<file path="config.mk">
export PLATFORM = sky130hd
export DESIGN_NAME = stopwatch_ctrl
export DESIGN_NICKNAME = d
export VERILOG_FILES = /design/src/rtl/stopwatch_ctrl.sv
export SDC_FILE = /design/constraint.sdc
export NUM_CORES = 1
export LEC_CHECK = 0
export CORE_MARGIN = 4
export CORE_UTILIZATION = 40
export CTS_BUF_LIST = sky130_fd_sc_hd__clkbuf_16
export DETAILED_ROUTE_END_ITERATION = 12
export GPL_TIMING_DRIVEN = 1
export PLACE_DENSITY = 0.72
export SYNTH_ARGS = -nofsm -noshare
export SYNTH_HDL_FRONTEND = slang
export SYNTH_SLANG_ARGS = --single-unit
</file>
<file path="constraint.sdc">
create_clock -name clk -period 2 [get_ports clk]
set_clock_uncertainty 0.15 [all_clocks]
set_input_delay 0.2 -clock clk [delete_from_list [all_inputs] [get_ports clk]]
set_output_delay 0.2 -clock clk [all_outputs]
set_load 0.03 [all_outputs]
</file>
<file path="src/rtl/stopwatch_ctrl.sv">
// Stopwatch control: button edge detection, centisecond time base, FSM,
// cascaded cs/s/min counters, lap snapshot and registered display outputs.
module stopwatch_ctrl #(
    parameter int TICK_DIV = 500_000,
    parameter int PS_W     = 19
) (
    input  logic       clk,
    input  logic       rst,
    input  logic       btn_ss,
    input  logic       btn_lap,
    input  logic       btn_clr,
    output logic [6:0] disp_cs,
    output logic [5:0] disp_s,
    output logic [5:0] disp_m,
    output logic [1:0] state,
    output logic       running,
    output logic       wrap
);

    typedef enum logic [1:0] {
        IDLE   = 2'd0,
        RUN    = 2'd1,
        PAUSED = 2'd2,
        LAP    = 2'd3
    } state_t;

    localparam logic [PS_W-1:0] PS_LAST = PS_W'(TICK_DIV - 1);

    state_t cur, nxt;

    logic ss_q, lap_q, clr_q;
    logic ev_ss, ev_lap, ev_clr;
    logic e_ss, e_lap;

    logic [PS_W-1:0] ps;
    logic            run_i;
    logic            tick;
    logic            at_max;

    logic [6:0] live_cs, snap_cs;
    logic [5:0] live_s, snap_s;
    logic [5:0] live_m, snap_m;

    // Rising-edge events; clr outranks ss, ss outranks lap.
    assign ev_ss  = btn_ss  & ~ss_q;
    assign ev_lap = btn_lap & ~lap_q;
    assign ev_clr = btn_clr & ~clr_q;
    assign e_ss   = ev_ss  & ~ev_clr;
    assign e_lap  = ev_lap & ~ev_clr & ~ev_ss;

    assign run_i  = (cur == RUN) || (cur == LAP);
    assign tick   = run_i && (ps == PS_LAST);
    assign at_max = (live_cs == 7'd99) && (live_s == 6'd59) && (live_m == 6'd59);

    assign state   = cur;
    assign running = run_i;

    // Button history; reset to 1 so a button held through reset is not an edge.
    always_ff @(posedge clk) begin
        if (rst) begin
            ss_q  <= 1'b1;
            lap_q <= 1'b1;
            clr_q <= 1'b1;
        end else begin
            ss_q  <= btn_ss;
            lap_q <= btn_lap;
            clr_q <= btn_clr;
        end
    end

    // State register.
    always_ff @(posedge clk) begin
        if (rst) cur <= IDLE;
        else     cur <= nxt;
    end

    // Next-state logic; events not listed for a state are ignored.
    always_comb begin
        nxt = cur;
        case (cur)
            IDLE: begin
                if (e_ss) nxt = RUN;
            end
            RUN: begin
                if (ev_clr)     nxt = IDLE;
                else if (e_ss)  nxt = PAUSED;
                else if (e_lap) nxt = LAP;
            end
            LAP: begin
                if (ev_clr)     nxt = IDLE;
                else if (e_ss)  nxt = PAUSED;
                else if (e_lap) nxt = RUN;
            end
            PAUSED: begin
                if (ev_clr)     nxt = IDLE;
                else if (e_ss)  nxt = RUN;
            end
            default: nxt = IDLE;
        endcase
    end

    // Prescaler: advances while running, holds in PAUSED so resume keeps the partial tick.
    always_ff @(posedge clk) begin
        if (rst || ev_clr || cur == IDLE) ps <= '0;
        else if (run_i)                   ps <= tick ? '0 : ps + PS_W'(1);
    end

    // Live time cascade; clr wins over a same-cycle tick and suppresses wrap.
    always_ff @(posedge clk) begin
        if (rst || ev_clr) begin
            live_cs <= 7'd0;
            live_s  <= 6'd0;
            live_m  <= 6'd0;
            wrap    <= 1'b0;
        end else begin
            wrap <= tick && at_max;
            if (tick) begin
                if (live_cs == 7'd99) begin
                    live_cs <= 7'd0;
                    if (live_s == 6'd59) begin
                        live_s <= 6'd0;
                        live_m <= (live_m == 6'd59) ? 6'd0 : live_m + 6'd1;
                    end else begin
                        live_s <= live_s + 6'd1;
                    end
                end else begin
                    live_cs <= live_cs + 7'd1;
                end
            end
        end
    end

    // Lap snapshot captures live time as it stood before this cycle's tick.
    always_ff @(posedge clk) begin
        if (rst || ev_clr) begin
            snap_cs <= 7'd0;
            snap_s  <= 6'd0;
            snap_m  <= 6'd0;
        end else if (cur == RUN && e_lap) begin
            snap_cs <= live_cs;
            snap_s  <= live_s;
            snap_m  <= live_m;
        end
    end

    // Display register: frozen snapshot in LAP, live time otherwise.
    always_ff @(posedge clk) begin
        if (rst) begin
            disp_cs <= 7'd0;
            disp_s  <= 6'd0;
            disp_m  <= 6'd0;
        end else if (cur == LAP) begin
            disp_cs <= snap_cs;
            disp_s  <= snap_s;
            disp_m  <= snap_m;
        end else begin
            disp_cs <= live_cs;
            disp_s  <= live_s;
            disp_m  <= live_m;
        end
    end

endmodule

</file>
==> metrics.txt, run 1 <==
CP max FO=11; status=complete, no violations; crit path DAT=between 2 and 2.5 ns; remaining antenna violation count after routing=0; H-tree depth=3; Internal=0.00277 W; Hold Crit Endpoint=disp_cs[4]; GP Congestion=~0.9; fin nets=approximately 470; via count=~3.1k; critical path required time=2.12 ns; highest clock rate=just over 500 MHz; R2R Path Start=ps[0]; Die H=roughly 100 µm; Crit-path slowest cell=or4_1; worst r2r dst=live_cs[5]; first-pass GRT wire length=~13,000 µm; EDFF count, synth=0; Top delay family on crit path=simple AND/OR/NAND/NOR gates; Final HPWL DP=roughly 5600 µm; drt pass-1 iters=5; CTS tree=built; Reg power frac=0.471; sequential-to-total area share from yosys stat=0.453; root buf cell=clkbuf_16; Buf/Inv on CP=1; Reg2Reg Depth=6; HP Class=register to register; Gate power share=0.027; DR vias/cell=approximately 5.5; IO buf count=27; mean area per synthesized cell=8.79 µm²; total clock sinks=82; cell breakdown of the critical path=ha_1 > and4_4 > nand4_1 > buf_6 > or4_1 > a21oi_1; final setup vio count=0; num ports=28; ANT cells=0; shortest period the worst path allows=1.94 ns; total negative slack=0 ns; Worst-path clk slew=around 0.06 ns; Fin. Hold Viols=0; power per cell area=between 700 and 800 nW/µm²; IR drop worst, VDD=between 0.3 and 0.4 mV; fin cells=roughly 580; Bufs on Longest Clock Path=2; Hold-fix buffers, CTS=0; GRT Overall Usage=0.156; Hold Path Depth=2; share of layout cells above drive strength 1=0.152; area of the mapped netlist=roughly 3600 µm²; Inst Count DP=557; crit end category=register; Synth-to-Final Area Change=26.2%; routed len/inst=14.0 µm; Hold Path Origin=snap_cs[4]; synth unique cells=49; largest net degree at the start of global routing=23; final cycle utilization of the critical path=0.970; number of global-route vias before repair=slightly below 3k; CTS Buf Count=9; clock latency on the worst-skew pair=between 0.3 and 0.4 ns; Slew @ Worst Pin=about 0.68 ns; Crit Path Category=register to register; row count=34; MaxCap Viol Count=0; drt initial violations=121; syn_nets=between 400 and 500; clock network power share=0.502; Placed Area=around 4200 µm²; Die W=103 µm; global route overflow=0; Post-synth top flop=dfxtp_1; routed wire length=~8000 µm; fillcell total=~790; Cells after Synth=412; Post-Layout Inst Area=around 4600 µm²; slew margin rel.=0.547; Synth async-reset ratio=0; Die ar.=~11,000 µm²; final slew viol count=0; NetSw=about 0.00072 W; starting density of the core=0.413; register bit total from synthesis=roughly 80; drt drc=0; LEAKAGE=around 1.7 nW; core area=between 8000 and 9000 µm²; startpoint type of the worst setup path=register; yosys warns=0; largest stage delay on the critical path=0.48 ns; initial antenna violation count=0; switching fraction of total power=0.206; Worst R2R Setup Slack=around 0.060 ns
## worst max path at each step
stage	start	endpoint	slack, ns	cells past startpoint
2_1_floorplan	ps[0]	ps[18]	0.08	8
3_3_place_gp	ps[0]	live_cs[6]	0.09	6
3_5_place_dp	ps[0]	live_cs[5]	0.03	6
4_1_cts	ps[0]	live_cs[5]	0.007	6
5_1_grt	ps[1]	live_cs[5]	-0.04	6
6_report	ps[0]	live_cs[5]	0.06	6
## cell families (layout without fill, tap and decap cells)
| group | Yosys count | in the layout | share of synthesized area |
|---|---|---|---|
| AOI/OAI and AO/OA | 78 | 78 | 0.135 |
| xor gates and xnor gates | 10 | 10 | 0.0242 |
| adders and majority gates | 4 | 4 | 0.0138 |
| buffers and inverters | 29 | 84 | 0.0370 |
| DFF | 82 | 82 | 0.453 |
| muxes | 23 | 23 | 0.0639 |
| and+or+nand+nor | 186 | 186 | 0.273 |
## synth_stat cells, types with 2 or more instances
cell / number / area [µm²]
and4_1: 4 / 35.0
or4_1: 9 / 67.6
nand3b_1: 2 / 15.0
nand2b_1: 4 / 25.0
nor3_1: 6 / 30.0
a41oi_1: 6 / 52.6
xnor2_1: 3 / 26.3
mux2i_1: 22 / 220
xor2_1: 7 / 61.3
or2_2: 4 / 25.0
o31ai_1: 8 / 60.1
clkbuf_1: 13 / 48.8
nand4_1: 11 / 68.8
buf_2: 8 / 40.0
nand2_1: 58 / 218
nor4_1: 4 / 25.0
and2_1: 6 / 37.5
a311oi_1: 2 / 17.5
nor2_1: 32 / 120
dfxtp_1: 82 / 1640
o211ai_1: 2 / 15.0
nor2b_1: 4 / 25.0
nand3_1: 19 / 95.1
a211oi_1: 2 / 15.0
buf_1: 2 / 7.51
a21oi_1: 38 / 190
a31o_2: 2 / 17.5
o21ai_0: 14 / 70.1
ha_1: 4 / 50.1
or3_1: 5 / 31.3
and3_1: 8 / 50.1
inv_1: 3 / 11.3
buf_4: 2 / 15.0
## through the flow
stage	total power, W	setup WS, ns	utilization	hold slack (ns)
detailed placement	0.00177	0.0330	0.481	0.295
global route	0.00358	-0.0410	0.522	0.319
floorplan	0.00173	0.0767	-	0.154
global placement	0.00177	0.0927	0.481	0.290
finish	0.00348	0.0600	0.522	0.303
CTS	0.00352	0.00723	0.517	0.305
## tightest hold or removal path, stage by stage, from the launching register on
cell,delay [ns]
dfxtp_1,0.31
nand2_1,0.05
a21oi_1,0.05
## flip-flops by register name (all words and copies together), names as in the netlist, 6 cells and up
name	count
disp_m	6
snap_cs	7
disp_s	6
snap_s	6
live_m	6
disp_cs	7
ps	19
live_cs	7
snap_m	6
live_s	6
## cells in the final DEF, fill, tap and decap left out, types with 5 or more instances in the layout
cell             netlist  routed
a21oi_1               38      38
and2_1                 6       6
o31ai_1                8       8
clkdlybuf4s50_1        0      27
nor2_1                32      32
dfxtp_1               82      80
buf_4                  2      34
nand4_1               11      11
clkbuf_16              0       9
xor2_1                 7       7
or4_1                  9       9
mux2i_1               22      22
a41oi_1                6       6
nor3_1                 6       6
nand3_1               19      19
and3_1                 8       8
or3_1                  5       5
o21ai_0               14      14
nand2_1               58      58
## power by group through the flow
stage	Sequential [W]	Combinational, W	Clock (W)
2_1_floorplan	0.00168	0.0000501	0
3_3_place_gp	0.00168	0.0000917	0
3_5_place_dp	0.00168	0.0000934	0
4_1_cts	0.00164	0.0000937	0.00179
5_1_grt	0.00164	0.000101	0.00184
6_report	0.00164	0.0000931	0.00175
## area by class of cell
cell class,count,area (µm²),area share
Clock buffer,9,225,0.0493
Clock inverter,7,93.8,0.0205
Inverter,3,11.3,0.00246
Multi-Input combinational cell,301,1870,0.408
Sequential cell,82,1640,0.360
Tap cell,108,135,0.0296
Timing Repair Buffer,65,597,0.131
## repair_timing
item / in CTS / in global routing
setup buffers: 0 / 2
gates resized for setup: 0 / 7
setup endpoints to repair: 0 / 10
## per-layer routing
metal  vias up  wire (µm)  track usage
met5         -          0            0
met4         0        120       0.0598
met3         9        340       0.0379
met2        74       3910        0.259
met1      1474       3660        0.195
li1       1591          -            -
No activity file was read; power rests on OpenSTA's default activity.
==> run 2: changes to the inputs <==
--- a/config.mk
+++ b/config.mk
@@ -7,7 +7,7 @@
 export LEC_CHECK = 0
 export CORE_MARGIN = 4
 export CORE_UTILIZATION = 40
-export CTS_BUF_LIST = sky130_fd_sc_hd__clkbuf_16
+export CTS_BUF_LIST = sky130_fd_sc_hd__clkbuf_2 sky130_fd_sc_hd__clkbuf_4 sky130_fd_sc_hd__clkbuf_8
 export DETAILED_ROUTE_END_ITERATION = 12
 export GPL_TIMING_DRIVEN = 1
 export PLACE_DENSITY = 0.72
==> run 2 against run 1 <==
  * Die area stayed put
  * Clock-buffer cell count is 1 higher
  * Critical path depth stayed put
  * Sequential cell count stayed put
  * Global-route usage is 0.056 points higher
  * Combinational power is 0.6% lower
  * Cell area is 2.0% lower
  * Core utilization is 1.0 points lower
  * Fmax is 0.27% higher
  * Worst hold slack worse by 0.022 ns
  * Non-clock buffer count stayed put
  * Sequential power hardly changed
  * Critical path type unchanged
  * Largest cell class unchanged
==> metrics.txt, run 2 (synthesized netlist as in run 1, its figures left out) <==
total clock sinks=82; Pwr Total=slightly above 0.003 W; DR vias/cell=5.47; drt pass-1 iters=4; crit path DAT=2.08 ns; starting density of the core=0.413; drt initial violations=147; row count=34; highest clock rate=around 520 MHz; max reg flops=19; fin nets=471; Die W=approximately 100 µm; cell breakdown of the critical path=ha_1 > and4_4 > nand4_1 > buf_6 > or4_1 > a21oi_1; remaining antenna violation count after routing=0; MaxCap Viol Count=0; power per cell area=about 690 nW/µm²; Min Hold Slack=between 0.2 and 0.3 ns; global route overflow=0; final cycle utilization of the critical path=0.967; most common library cell in the layout ignoring fill and taps=dfxtp_1; CTS tree=built; Worst-path clk slew=0.08 ns; slew margin rel.=0.546; core area=between 8000 and 9000 µm²; ANT cells=0; Post-Layout Inst Area=4480 µm²; HP Class=primary input to register; Placed Area=4210 µm²; final slew viol count=0; Crit-path slowest cell=or4_1; IO buf count=27; startpoint type of the worst setup path=register; critical path required time=between 2 and 2.5 ns; Synth-to-Final Area Change=23.7%; number of global-route vias before repair=between 2k and 3k; initial antenna violation count=0; crit end category=register; Crit Path Category=register to register; share of layout cells above drive strength 1=0.152; first-pass GRT wire length=around 13,000 µm; Die ar.=between 10,000 and 15,000 µm²; fillcell total=a little over 800; via count=approximately 3.1k; commonest cells after routing, fill and taps aside=80 x dfxtp_1, 58 x nand2_1, 38 x a21oi_1, 34 x buf_4, 32 x nor2_1; num ports=28; routed len/inst=approximately 14 µm; CP max FO=11; final setup vio count=0; GP Congestion=between 0.8 and 0.9; status=complete, no violations; IR drop worst, VDD=0.283 mV; root buf cell=clkbuf_8; routed wire length=between 8000 and 9000 µm; total negative slack=0 ns; largest reg by FF count=ps; Die H=103 µm; drt drc=0; GRT Overall Usage=0.156; largest net degree at the start of global routing=23; Final HPWL DP=around 5600 µm; CTS Buf Count=9; Bufs on Longest Clock Path=2; clock latency on the worst-skew pair=around 0.36 ns; largest stage delay on the critical path=roughly 0.48 ns; H-tree depth=3; LEAKAGE=1.74 nW; Slew @ Worst Pin=just under 0.7 ns; Fin. Hold Viols=0; shortest period the worst path allows=a little under 2 ns
## run 2: changes by cell type in the layout (fill, tap and decap cells not counted), sizes merged
| cell | before | now |
|---|---|---|
| dlymetal6s2s | 0 | 3 |
| inv | 5 | 4 |
| clkbuf | 9 | 10 |
| clkdlybuf4s50 | 27 | 24 |
## run 2: final timing paths
| kind | from | end | slack, ns | cells after the start |
|---|---|---|---|---|
| max | ps[0] | live_cs[5] | 0.07 | 6 |
| min | btn_clr | clr_q | 0.28 | 2 |
| max reg2reg | ps[0] | live_cs[5] | 0.07 | 6 |
| min reg2reg | snap_m[3] | disp_m[3] | 0.30 | 2 |
## run 2: per-stage QoR
step | utilization | setup WS [ns] | cells
6_report | 0.511 | 0.0652 | 575
3_5_place_dp | 0.481 | 0.0330 | 557
5_1_grt | 0.511 | -0.0379 | 575
2_1_floorplan | - | 0.0767 | 412
3_3_place_gp | 0.481 | 0.0927 | 557
4_1_cts | 0.506 | 0.00237 | 573
## run 2: worst max-delay path, delay by kind of cell, from the launching register on
kind	cells	cell delay, ns
buffers and inverters	1	0.18
AND/OR/NAND/NOR	3	0.89
AO/OA/AOI/OAI	1	0.15
adder cells (fa/ha/maj)	1	0.17
flip-flops	1	0.34
## run 2: timing repair
| action | in CTS | in global routing |
|---|---|---|
| setup buffers | 0 | 2 |
| endpoints found under the setup margin | 0 | 13 |
| hold buffers | 0 | 0 |
| gates resized for setup | 0 | 9 |
## run 2: layout make-up
class / count / area [µm²] / share of cell area
multi-input combinational: 301 / 1860 / 0.416
clock buffer: 10 / 131 / 0.0293
timing repair buffer: 65 / 604 / 0.135
sequential: 82 / 1640 / 0.367
tap: 108 / 135 / 0.0302
clock inverter: 6 / 90.1 / 0.0201
inverter: 3 / 11.3 / 0.00251
## run 2: layer usage
layer / vias up / wire length (µm) / track usage
li1: 1586 / - / -
met1: 1489 / 3670 / 0.198
met2: 59 / 3870 / 0.257
met3: 14 / 396 / 0.0474
met4: 0 / 156 / 0.0478
met5: - / 0 / 0
## run 2: power by group
group,leakage (nW),switching [W],internal [W],total (W)
Sequential,0.662,0.00000278,0.00164,0.00164
Clock,0.110,0.000618,0.000721,0.00134
Combinational,0.969,0.0000563,0.0000362,0.0000925
==> run 3: changes to the inputs <==
--- a/config.mk
+++ b/config.mk
@@ -11,6 +11,7 @@
 export DETAILED_ROUTE_END_ITERATION = 12
 export GPL_TIMING_DRIVEN = 1
 export PLACE_DENSITY = 0.72
+export SLEW_MARGIN = 10
 export SYNTH_ARGS = -nofsm -noshare
 export SYNTH_HDL_FRONTEND = slang
 export SYNTH_SLANG_ARGS = --single-unit
==> results of run 3 <==
The final DEF is identical to that of run 2; final timing and power are the same.
